### src/rtl/mult_controller_pkg.sv
// Shared constants for the shift-add multiplier: state encodings, default width, mux selects.
package mult_controller_pkg;

  localparam int DEFAULT_WIDTH = 4;

  localparam logic SEL_LOAD  = 1'b0;
  localparam logic SEL_SHIFT = 1'b1;

  typedef enum logic [2:0] {
    IDLE  = 3'd0,
    INIT  = 3'd1,
    RUN   = 3'd2,
    LATCH = 3'd3,
    DONE  = 3'd4
  } state_t;

endpackage

### src/rtl/mult_controller_iter_counter.sv
// Iteration counter for the multiplier FSM: synchronous clear, increment enable,
// saturates at WIDTH-1 and flags that terminal value.
module mult_iter_counter #(
  parameter int WIDTH = 4,
  parameter int CNT_W = $clog2(WIDTH) + 1
) (
  input  logic             clk,
  input  logic             clr,
  input  logic             sync_clr,
  input  logic             inc,
  output logic [CNT_W-1:0] cnt,
  output logic             last
);

  localparam logic [CNT_W-1:0] LAST_VAL = CNT_W'(WIDTH - 1);

  // Holding at LAST_VAL keeps the count meaningful if the FSM lingers in RUN.
  always_ff @(posedge clk) begin
    if (!clr) begin
      cnt <= '0;
    end else if (sync_clr) begin
      cnt <= '0;
    end else if (inc && (cnt != LAST_VAL)) begin
      cnt <= cnt + CNT_W'(1);
    end
  end

  assign last = (cnt == LAST_VAL);

endmodule

### src/rtl/mult_controller.sv
// Control FSM for the shift-add multiplier datapath: load, WIDTH add/shift steps, done pulse.
// Optional MULT_EARLY_EXIT_EN leaves RUN as soon as the datapath reports B==0.
module mult_controller
  import mult_controller_pkg::*;
#(
  parameter int WIDTH = DEFAULT_WIDTH,
  parameter int CNT_W = $clog2(WIDTH) + 1
) (
  input  logic clk,
  input  logic clr,
  input  logic start,
  input  logic zero,
  input  logic lsb_b,
  output logic en_a,
  output logic ld_shift_a,
  output logic en_b,
  output logic ld_shift_b,
  output logic en_p,
  output logic ld_add_p,
  output logic ready,
  output logic busy,
  output logic done
);

  state_t           state, next_state;
  logic [CNT_W-1:0] cnt;
  logic             last;
  logic             cnt_clr, cnt_inc;

  always_ff @(posedge clk) begin
    if (!clr) state <= IDLE;
    else      state <= next_state;
  end

  mult_iter_counter #(.WIDTH(WIDTH), .CNT_W(CNT_W)) u_iter_counter (
    .clk      (clk),
    .clr      (clr),
    .sync_clr (cnt_clr),
    .inc      (cnt_inc),
    .cnt      (cnt),
    .last     (last)
  );

`ifndef MULT_EARLY_EXIT_EN
  logic [CNT_W:0] unused_early_exit;
  assign unused_early_exit = {zero, cnt};
`endif

  always_comb begin
    next_state = state;
    en_a       = 1'b0;
    ld_shift_a = SEL_LOAD;
    en_b       = 1'b0;
    ld_shift_b = SEL_LOAD;
    en_p       = 1'b0;
    ld_add_p   = 1'b0;
    ready      = 1'b0;
    busy       = 1'b0;
    done       = 1'b0;
    cnt_clr    = 1'b0;
    cnt_inc    = 1'b0;
    case (state)
      IDLE: begin
        ready = 1'b1;
        if (start) next_state = INIT;
      end
      INIT: begin
        busy    = 1'b1;
        en_a    = 1'b1;
        en_b    = 1'b1;
        en_p    = 1'b1;
        cnt_clr = 1'b1;
        next_state = RUN;
      end
      // Add uses the pre-shift A, so accumulate and shift happen on the same edge.
      RUN: begin
        busy       = 1'b1;
        en_a       = 1'b1;
        ld_shift_a = SEL_SHIFT;
        en_b       = 1'b1;
        ld_shift_b = SEL_SHIFT;
        en_p       = lsb_b;
        ld_add_p   = 1'b1;
        cnt_inc    = 1'b1;
        if (last) next_state = LATCH;
`ifdef MULT_EARLY_EXIT_EN
        // zero is registered, so at cnt==0 it still describes B from before the load.
        else if (zero && (cnt != '0)) next_state = LATCH;
`endif
      end
      LATCH: begin
        busy       = 1'b1;
        next_state = DONE;
      end
      DONE: begin
        done       = 1'b1;
        next_state = IDLE;
      end
      default: next_state = IDLE;
    endcase
  end

endmodule

### config.mk
export PLATFORM = sky130hd
export DESIGN_NAME = mult_controller
export DESIGN_NICKNAME = d
export VERILOG_FILES = /design/src/rtl/mult_controller_pkg.sv /design/src/rtl/mult_controller_iter_counter.sv /design/src/rtl/mult_controller.sv
export SDC_FILE = /design/constraint.sdc
export NUM_CORES = 1
export LEC_CHECK = 0
export BUFFER_PORTS_ARGS = -buffer_cell sky130_fd_sc_hd__buf_4
export CAP_MARGIN = 20
export CORE_AREA = 2 2 39 41
export DETAILED_ROUTE_END_ITERATION = 8
export DIE_AREA = 0 0 41 43
export GPL_TIMING_DRIVEN = 1
export PLACE_DENSITY_LB_ADDON = 0.3
export SYNTH_ARGS = -nofsm -noshare
export SYNTH_HDL_FRONTEND = slang
export SYNTH_SLANG_ARGS = --single-unit
### constraint.sdc
create_clock -name clk -period 2 [get_ports clk]
set_clock_uncertainty 0.15 [all_clocks]
set_input_delay 0.1 -clock clk [delete_from_list [all_inputs] [get_ports clk]]
set_output_delay 0.1 -clock clk [all_outputs]
set_load 0.01 [all_outputs]
## Word-level counts from Yosys, hierarchy flattened

Cells that the tools add are included.

- Logic and storage cells: 28
- Input bits: 5
- Output and inout bits: 9
- Register bits: 6

- Add/subtract/negate cells: 1
- Bitwise gates (word level): 1
- Equality and inequality tests: 8
- Mux-type cells: 10
- Reduce and logical (&&, ||, !) cells: 6

Operators by type and width:

| operator | number |
|---|---|
| $pmux 3 s4 | 1 |
| $eq 3x2->1 const B | 3 |
| $mux 1 | 6 |
| $mux 3 | 2 |
| $ne 2x2->1 const B | 2 |
| $reduce_or 2->1 | 2 |
| $add 3x1->3 const B | 1 |
| $eq 3x1->1 const B | 1 |
| $eq 3x3->1 const B | 1 |
| $logic_not 3->1 | 1 |
| $ne 3x2->1 const B | 1 |
| $reduce_or 3->1 | 1 |
| $pmux 1 s2 | 1 |
| $reduce_and 2->1 | 1 |
| $logic_and 1x1->1 | 1 |
| $not 1->1 | 1 |

## Longest topological paths before layout

Gate-level depths: netlist of run 1.

- Depth in word-level cells: 3
- Depth in mapped cells: 5
- Mapped depth without buffers: 5

## Hierarchy

Synthesis of run 1 repeated with hierarchy kept, for this count alone.

- Cell total of the unflattened synthesis: 38
- Area, all modules: 366.6 um^2

Modules (own cells, without submodules):

| module | area an instance (um^2) | times used | sequential area each (um^2) | cells each |
|---|---|---|---|---|
| mult_controller | 215.2 | 1 | 60.1 | 24 |
| mult_iter_counter | 151.4 | 1 | 60.1 | 14 |

## Least setup slack after synthesis of run 1

OpenSTA, ideal clock, no wires.

- Kind: reg2reg
- Start: register u_iter_counter.cnt[0]
- End: register u_iter_counter.cnt[1]
- Data required time: 1729 ps
- Period minus slack after synthesis: 1527 ps
- Slack: 473 ps
- Stages on the path, launching flop included: 6
- Data arrival time: 1257 ps
- Cell sequence: dfxtp_1 > ha_1 > ha_1 > nor4b_4 > mux2i_1 > nor2_1

- Word-level cells in the longest chain between the ends: 2

Ends and longest elaborated chain:

| element | RTL line | source |
|---|---|---|
| from (decl) | mult_controller_iter_counter.sv:11 | `output logic [CNT_W-1:0] cnt,` |
| from (signal assigned) | mult_controller_iter_counter.sv:24 | `cnt <= cnt + CNT_W'(1);` |
| parallel branches: the longest is 2 deep, another holds $add 3x1->3 | - |  |

Several ways; the timed one is not identified.
A chain may end at the register's enable or synchronous reset.

## Worst setup path after layout of run 1

Same ends and word-level chain as after synthesis.

==> qor.csv, run 1 <==
metric,value,unit
grt.overflow.total,0,
ys_ff_latch,6,
drv_cap,0,
grt_usage,8.249,%
via_count,275,
avgViaCountPerCell,4.231,
clockBufferDepth,2,
worstSetupPathType,reg -> reg,
power_density,695.1,nW/um^2
required,1.97,ns
endpoint_kind,flip-flop,
drt-total-wl,578,um
worstHoldPathCells,3,
cts.htree.levels,1,
ios,14,
setup_viol,0,
post_cts_resized,0,
dieHeight,43,um
grt_pass1_vias,242,
grt_max_degree,11,
ir_drop,0.3923,mV
cp_common_cell,ha_1,
synth.distinct_cells,20,
rr_worst_depth,5,
crit_arrival,1.59,ns
synth_fp_nets,46,
drtPass1Iterations,2,
setup_tns,0,ns
cts_setup_buffers,0,
worstHoldStart,start,
holdBufCountCts,1,
dp_hpwl,439.7,um
antenna_cells,0,
cts_tree,done,
finalCriticalPeriod,1.615,ns
seq_area,120.1,um^2
io_buffers,12,
grt_first_pass_wirelength,959,um
cts_root_buf,clkbuf_4,
rsz0062_at_grt,no,
min_path_type,in -> reg,
status,completed,
max_stage_delay,0.34,ns
fp-row-count,14,
worst-path-stages,5,
p_total,0.0003149,W
antenna_found_initial,0,
wire_per_inst,8.892,um
drive_gt1_share,32.65,%
antenna_left,0,
path_max_fanout,4,
worst_pin_slew,0.3444,ns
areaGrowthSynthToFinish,25.69,%
layout.nets,58,
avgSynthCellArea,9.240,um^2
clk_pin_slew_worst_paths,0.04,ns
cp_top_family,adder cells,
clock-sinks,6,
startpoint_type,flip-flop,
regToRegSetupSlack,0.38,ns
r2r_start,u_iter_counter.cnt[0],
chipWidth,41,um
start_util,26.04,%
power.leakage,0.1898,nW
worstHoldEndpoint,state[0],
report.final.slew_viol_count,0,
synth_cells,39,
path_buf_inv,0,
first_iter_violations,2,
drcViolationCount,0,
synth-seq-area-share,33.33,%
slew_headroom,76.94,%
cts_buffers,3,
period_share,80.77,%
fill_cells,147,
crit_start,u_iter_counter.cnt[0],
ys_warn_count,0,
cp_slowest_cell,nor4b_4,
dieArea,1763,um^2
max_freq,619.0,MHz
synthesis.area,360.3,um^2
clkLatencyLatePin,0.24,ns
path_cells,"ha_1, ha_1, nor4b_4, mux2i_1, nor2_1",
timing.final.hold_violations,0,
fin_cells,65,
multi_input_area,186.4,um^2
dp.cells,61,
gp_congestion,0.6690,
core,1384,um^2
worst_r2r_endpoint,u_iter_counter.cnt[1],
-- power breakdown --
part	internal, W	switching [W]	leakage [nW]
combinational	0.0000415	0.0000302	0.127
clock	0.0000676	0.0000390	0.0138
sequential	0.000126	0.0000102	0.0489
-- metrics by stage --
step	area (um^2)	hold WS (ns)	util, %	setup slack, ns
after global placement	420.4	0.1812	30.38	0.3930
after global routing	452.9	0.05907	32.73	0.2751
after detailed placement	420.4	0.1897	30.38	0.3827
after CTS	452.9	0.04737	32.73	0.3754
final	452.9	0.04793	32.73	0.3845
after floorplan	360.3	0.07171	-	0.4728
-- tightest hold or removal path: cells and delay by family --
family        cells  cell delay (ns)
mux               1             0.12
simple gates      1             0.06
buf+inv           1             0.11
-- layout make-up --
class,instances,share of cell area [%]
Multi-Input combinational cell,26,41.16
Sequential cell,6,26.52
Timing Repair Buffer,13,22.10
Clock buffer,3,4.972
Tap cell,16,4.420
Inverter,1,0.8287
-- per-layer routing --
layer | GRT usage, % | vias up | part of all wire [%]
met5 | 0 | - | 0
met4 | 2.000 | 0 | 0
met3 | 6.806 | 0 | 13
met2 | 11.88 | 13 | 37
met1 | 9.061 | 114 | 49
li1 | - | 148 | -
-- kinds of logic (layout without fill, tap and decap cells) --
family | Yosys count | after routing | share of synthesized area (%)
DFF | 6 | 6 | 33.33
and+or+nand+nor | 17 | 17 | 30.55
AOI/OAI and AO/OA | 4 | 4 | 6.250
muxes | 2 | 2 | 5.556
buffers and inverters | 7 | 17 | 14.93
adders and majority gates | 2 | 2 | 6.943
xor gates and xnor gates | 1 | 1 | 2.431
-- cells in the final DEF, fill, tap and decap left out, drive strengths merged --
cell | netlist | layout
buf | 6 | 12
nor2 | 6 | 6
dfxtp | 6 | 6
nand2b | 3 | 3
clkbuf | 0 | 3
a21oi | 2 | 2
and2 | 2 | 2
mux2i | 2 | 2
ha | 2 | 2
nor4b | 2 | 2
nor3b | 1 | 1
nor3 | 1 | 1
inv | 1 | 1
nand3b | 1 | 1
o21ai | 1 | 1
nand2 | 1 | 1
xnor2 | 1 | 1
a211oi | 1 | 1
dlygate4sd3 | 0 | 1
-- registers in the layout, summed over array words and instances (netlist names) --
register and count:
state 3, u_iter_counter.cnt 3
-- worst max-delay path by stage --
stage / endpoint / slack [ns]
finish: u_iter_counter.cnt[1] / 0.38
floorplan: u_iter_counter.cnt[1] / 0.47
detailed placement: u_iter_counter.cnt[1] / 0.38
global route: u_iter_counter.cnt[2] / 0.28
CTS: u_iter_counter.cnt[1] / 0.38
global placement: u_iter_counter.cnt[1] / 0.39
-- cells in the mapped netlist, drive strengths merged --
cell type	n	share of area, %
inv	1	1.0
nand3b	1	2.1
nor3	1	1.4
xnor2	1	2.4
and2	2	3.5
a211oi	1	2.1
buf	6	14
nor3b	1	2.1
nor2	6	6.2
nand2b	3	5.2
o21ai	1	1.4
a21oi	2	2.8
dfxtp	6	33
ha	2	6.9
nand2	1	1.0
mux2i	2	5.6
nor4b	2	9.0
Power figures use the tool's default switching activity.
==> inputs of run 2 (changes only) <==
clock period = 1.35 ns   (was 2 ns; I/O delays follow)
==> qor.csv, run 2 (same netlist as run 1, synthesis figures left out) <==
metric,value,unit,change
status,finished with violations,,
reg.largest.list,"state (3), u_iter_counter.cnt (3)",,
drcViolationCount,0,,unchanged
swShare,27.03,%,+1.8 points
rsz0062_at_grt,yes,,
drt-total-wl,728,um,+26%
hold_slack,0.3207,ns,+0.2728 ns
crit_arrival,1.49,ns,-0.10 ns
slew_headroom,77.59,%,+0.65 points
timing.final.hold_violations,0,,unchanged
worstHoldEndpoint,state[0],,
drive_gt1_share,63.79,%,+31 points
path_max_fanout,4,,unchanged
dp_hpwl,475.7,um,+8.2%
final_cell_mix,"12 x buf_4, 8 x buf_6, 5 x nor2_1",,
antenna_cells,0,,unchanged
avgViaCountPerCell,4.514,,+6.7%
gp_congestion,0.5908,,-12%
ios,14,,unchanged
start_util,26.04,%,unchanged
dieHeight,43,um,unchanged
power_frac_clock,30.7,%,-3.1 points
core,1384,um^2,unchanged
grt_usage,10.88,%,+2.6 points
cts_tree,done,,
cts_root_buf,clkbuf_4,,
report.final.slew_viol_count,0,,unchanged
power.switching,0.0001469,W,+85%
clkLatencyLatePin,0.24,ns,about the same
worstSetupPathType,reg -> reg,,
worst_r2r_endpoint,u_iter_counter.cnt[1],,
power_density,858.6,nW/um^2,+24%
io_buffers,12,,unchanged
dp.cells,65,,+6.6%
ir_drop,0.4804,mV,+22%
p_int,0.0003967,W,+68%
startpoint_type,flip-flop,,
endpoint_kind,flip-flop,,
chipWidth,41,um,unchanged
setup_ws,-0.1657,ns,-0.5503 ns
power.leakage,0.2537,nW,+34%
setup_viol,8,,+8
combPwrFrac,32.7,%,+9.9 points
cts_buffers,3,,unchanged
final_common_cell,buf_4,,
dieArea,1763,um^2,unchanged
first_iter_violations,7,,+5
clk_pin_slew_worst_paths,0.04,ns,about the same
grt_max_degree,7,,-4
required,1.33,ns,-0.64 ns
finalCriticalPeriod,1.516,ns,-0.09975 ns
min_path_type,reg -> reg,,
grt_first_pass_wirelength,1193,um,+24%
clockBufferDepth,2,,unchanged
drtPass1Iterations,4,,+2
via_count,334,,+21%
fin_cells,74,,+14%
worstHoldPathCells,1,,-2
antenna_left,0,,unchanged
violations,setup timing,,
rr_worst_depth,5,,unchanged
period_share,112.3,%,+32 points
wire_per_inst,9.838,um,+11%
antenna_found_initial,0,,unchanged
cts.htree.levels,1,,unchanged
worst_pin_slew,0.3347,ns,-0.009697 ns
fp-row-count,14,,unchanged
worstHoldStart,state[2],,
drv_cap,0,,unchanged
regToRegSetupSlack,-0.17,ns,-0.55 ns
clock-sinks,6,,unchanged
areaGrowthSynthToFinish,75.69,%,
pwr-share-seq,36.6,%,-6.8 points
r2r_start,u_iter_counter.cnt[1],,
grt_pass1_vias,294,,+21%
max_freq,659.7,MHz,+6.6%
layout.nets,67,,+16%
grt.overflow.total,0,,unchanged
run 2: changes by cell type in the layout (fill, tap and decap cells not counted), moves of 2 or more:
| cell | delta |
|---|---|
| ha_4 | +2 |
| buf_6 | +8 |
| a21oi_1 | -2 |
| ha_1 | -2 |
| dfxtp_1 | -5 |
| dfxtp_2 | +4 |
run 2: worst max-delay path: stages (launching register included):
cell and delay (ns):
dfxtp_2 0.33, ha_4 0.16, ha_4 0.16, nor4b_4 0.32
mux2i_1 0.23, nor2_1 0.05
run 2: layer usage:
layer | track usage (%) | routed length, um | vias to the layer above
met5 | 0 | 0 | -
met4 | 8.000 | 22 | 0
met3 | 6.283 | 61 | 4
met2 | 16.25 | 342 | 15
met1 | 10.39 | 301 | 147
li1 | - | - | 168
run 2: repair_timing:
action / CTS / global route
setup endpoints to repair: 11 / 11
hold endpoints to repair: 3 / 0
pin swaps: 4 / 2
cloned: 0 / 0
buffers inserted: 3 / 1
hold buffers: 2 / 0
resized for setup: 10 / 11
run 2: per-stage QoR:
stage	power (W)	area [um^2]	TNS (ns)	util (%)	worst slack, ns
after floorplan	0.0002802	387.9	-0.3540	-	-0.1651
after global placement	0.0003251	478.0	-0.5695	34.54	-0.2183
after detailed placement	0.0003244	478.0	-0.5538	34.54	-0.2263
after CTS	0.0005329	584.3	-0.4163	42.22	-0.1719
after global routing	0.0005844	633.1	-1.034	45.75	-0.2475
final	0.0005436	633.1	-0.4754	45.75	-0.1657
run 2: cell type report:
class | instances | area (um^2)
fillers | 136 | 750.7
multi-input cells | 26 | 257.7
repair buffers | 22 | 200.2
flip-flops and latches | 6 | 128.9
clock buffers | 3 | 22.52
well taps | 16 | 20.02
inverters | 1 | 3.754
run 2: how the worst max path moves through the flow:
stage / from / endpoint / slack [ns] / cells past startpoint
6_report: u_iter_counter.cnt[1] / u_iter_counter.cnt[1] / -0.17 / 5
5_1_grt: u_iter_counter.cnt[0] / u_iter_counter.cnt[1] / -0.25 / 5
2_1_floorplan: u_iter_counter.cnt[0] / u_iter_counter.cnt[1] / -0.17 / 5
4_1_cts: u_iter_counter.cnt[0] / u_iter_counter.cnt[1] / -0.17 / 5
3_5_place_dp: u_iter_counter.cnt[0] / u_iter_counter.cnt[1] / -0.23 / 5
3_3_place_gp: u_iter_counter.cnt[0] / u_iter_counter.cnt[1] / -0.22 / 5
run 2: power by group through the flow:
stage               combinational [W]  clock (W)  sequential (W)
finish                       0.000178   0.000167        0.000199
global route                 0.000197   0.000187        0.000200
CTS                          0.000155   0.000179        0.000198
detailed placement           0.000124          0        0.000201
global placement             0.000124          0        0.000201
floorplan                   0.0000851          0        0.000195
==> inputs of run 3 (changes only) <==
ABC_AREA = 1   (was default)
==> qor.csv, run 3 <==
metric,value,unit,change
clock-sinks,6,,unchanged
synth-seq-area-share,34.29,%,+0.95 points
synth_top_cells_by_count,"10 x nor2_1, 9 x inv_1, 9 x nand2_1",,
setup_viol,0,,-8
ir_drop,0.5349,mV,+11%
worstHoldPathCells,4,,+3
layout.nets,74,,+10%
cts_root_buf,clkbuf_4,,
dp.cells,76,,+17%
reg.largest.list,"state (3), u_iter_counter.cnt (3)",,
synthArstFlopShare,0,%,unchanged
synth_ff_type,dfxtp_1,,
endpoint_kind,primary output,,
ys_warn_count,0,,unchanged
timing.final.hold_violations,0,,unchanged
status,completed,,
synth_fa_ha_area_share,7.143,%,+0.20 points
finalCriticalPeriod,1.283,ns,-0.2330 ns
worstHoldStart,start,,
rsz0062_at_grt,yes,,
synthesis.area,350.3,um^2,-2.8%
synth-simple-area-share,38.57,%,+8.0 points
cp_common_cell,nand2_1,,
worst_pin_slew,0.1729,ns,-0.1619 ns
chipWidth,41,um,unchanged
clk_pin_slew_worst_paths,0.04,ns,about the same
worstSetupPathType,reg -> out,,
setup_ws,0.06723,ns,+0.2330 ns
synth_cells,51,,+31%
required,1.13,ns,-0.20 ns
core,1384,um^2,unchanged
grt_max_degree,7,,unchanged
max_freq,779.6,MHz,+18%
io_buffers,12,,unchanged
startpoint_type,flip-flop,,
power.leakage,0.2665,nW,+5.0%
antenna_cells,0,,unchanged
synth_fp_nets,58,,+26%
period_share,95.02,%,-17 points
min_path_type,in -> reg,,
rr_worst_depth,6,,+1
hold_slack,0.003129,ns,-0.3176 ns
grt_first_pass_wirelength,869,um,-27%
p_total,0.0006951,W,+28%
synth_top_family_by_area,simple AND/OR/NAND/NOR gates,,
synth-compound-area-share,2.857,%,-3.4 points
dieArea,1763,um^2,unchanged
drt-total-wl,628,um,-14%
path_max_fanout,4,,unchanged
path_cells,"nor2_4, nand2_2, inv_2, nand2_1, nand2_1, buf_4",,
antenna_found_initial,0,,unchanged
antenna_left,0,,unchanged
dp_hpwl,487.6,um,+2.5%
grt.overflow.total,0,,unchanged
fp-row-count,14,,unchanged
fin_cells,81,,+9.5%
worst_r2r_endpoint,u_iter_counter.cnt[1],,
synthTopCellsByArea,"dfxtp_1 34%, nor2_1 11%, inv_1 9.6%",,
drcViolationCount,0,,unchanged
dieHeight,43,um,unchanged
slew_headroom,88.48,%,+11 points
final_common_cell,buf_4,,
first_iter_violations,1,,-6
drv_cap,0,,unchanged
start_util,25.32,%,-0.72 points
worstHoldEndpoint,state[0],,
avgViaCountPerCell,4.012,,-11%
final_cell_mix,"13 x buf_4, 9 x nor2_1, 8 x nand2_1",,
report.final.slew_viol_count,0,,unchanged
cp_slowest_cell,dfxtp_2,,
wire_per_inst,7.753,um,-21%
r2r_start,u_iter_counter.cnt[0],,
ys_ff_latch,6,,unchanged
drive_gt1_share,47.69,%,-16 points
clkLatencyLatePin,0.25,ns,about the same
via_count,325,,-2.7%
clockBufferDepth,2,,unchanged
place_ws,0.01990,ns,+0.2462 ns
synth_enable_flop_cells,0,,unchanged
cts_tree,done,,
grt_usage,7.545,%,-3.3 points
avgSynthCellArea,6.869,um^2,-26%
cts.htree.levels,1,,unchanged
synth_xor_area_share,0,%,-2.4 points
power_density,1396,nW/um^2,+63%
drtPass1Iterations,2,,-2
cts_buffers,3,,unchanged
synth_mux_area_share,0,%,-5.6 points
gp_congestion,0.6576,,+11%
synth_top_area_share,34.29,%,+0.95 points
yosysMostFrequentCell,nor2_1,,
ios,14,,unchanged
areaGrowthSynthToFinish,42.14,%,
crit_arrival,1.07,ns,-0.42 ns
synth.distinct_cells,15,,-25%
netlist.top_cell.by_area,dfxtp_1,,
max_stage_delay,0.34,ns,about the same
regToRegSetupSlack,0.10,ns,+0.27 ns
grt_pass1_vias,229,,-22%
run 3: cell types whose count changed in the layout (fill, tap and decap cells not counted), moves of 2 or more:
cell,previous run,this run
a21oi_1,0,2
and2_1,2,0
buf_6,8,0
ha_4,2,0
inv_1,1,7
inv_2,0,3
mux2i_1,2,0
nand2_1,1,8
nand2_2,0,3
nand2b_1,2,0
nand3_1,0,2
nor2_1,5,9
nor2_2,0,2
run 3: timing repair:
| item | 4_1_cts | 5_1_grt |
|---|---|---|
| hold buffers | 1 | 0 |
| pin swaps | 1 | 0 |
| endpoints found under the setup margin | 4 | 9 |
| buffers inserted | 1 | 0 |
| endpoints found under the hold margin | 4 | 0 |
| gates resized for setup | 2 | 8 |
run 3: final cells by class:
type	instances	area, um^2
Clock buffer	3	22.52
Fill cell	159	885.9
Inverter	10	37.54
Multi-Input combinational cell	32	185.2
Sequential cell	6	125.1
Tap cell	16	20.02
Timing Repair Buffer	14	107.6
run 3: per-layer routing:
metal  share of wire (%)  vias to the layer above  track usage, %
met1                  41                      127           8.738
met2                  41                       15           10.31
li1                    -                      180               -
met4                 3.5                        0           2.000
met5                   0                        -               0
met3                  14                        3           6.283
run 3: cell families (layout without fill, tap and decap cells):
family,count (synthesis),after routing
buffers and inverters,13,27
AND/OR/NAND/NOR,28,28
flip-flops,6,6
AO/OA/AOI/OAI,2,2
adder cells (fa/ha/maj),2,2
run 3: worst max-delay path by stage:
stage / slack, ns / endpoint / cells past startpoint / start
floorplan: 0.11 / u_iter_counter.cnt[1] / 6 / u_iter_counter.cnt[0]
global placement: 0.03 / u_iter_counter.cnt[1] / 6 / u_iter_counter.cnt[0]
detailed placement: 0.02 / u_iter_counter.cnt[1] / 6 / u_iter_counter.cnt[0]
CTS: 0.01 / u_iter_counter.cnt[0] / 6 / u_iter_counter.cnt[0]
global route: -0.02 / en_p / 6 / state[0]
finish: 0.07 / en_p / 6 / state[0]
run 3: stage by stage:
step / setup TNS, ns / util [%] / cell area [um^2]
after floorplan: 0 / - / 350.3
after global placement: 0 / 31.65 / 437.9
after detailed placement: 0 / 31.65 / 437.9
after CTS: 0 / 34.72 / 480.5
after global routing: -0.01673 / 35.99 / 498.0
final: 0 / 35.99 / 498.0
run 3: worst max-delay path: cells and delay by family (launching register included):
family / cells / cell delay [ns]
buffers and inverters: 2 / 0.19
DFF: 1 / 0.34
and+or+nand+nor: 4 / 0.29
run 3: power breakdown:
part	internal, W	total [W]	leakage [nW]	switching (W)
Clock	0.000101	0.000168	0.0138	0.0000676
Sequential	0.000206	0.000237	0.0506	0.0000312
Combinational	0.000145	0.000290	0.202	0.000145
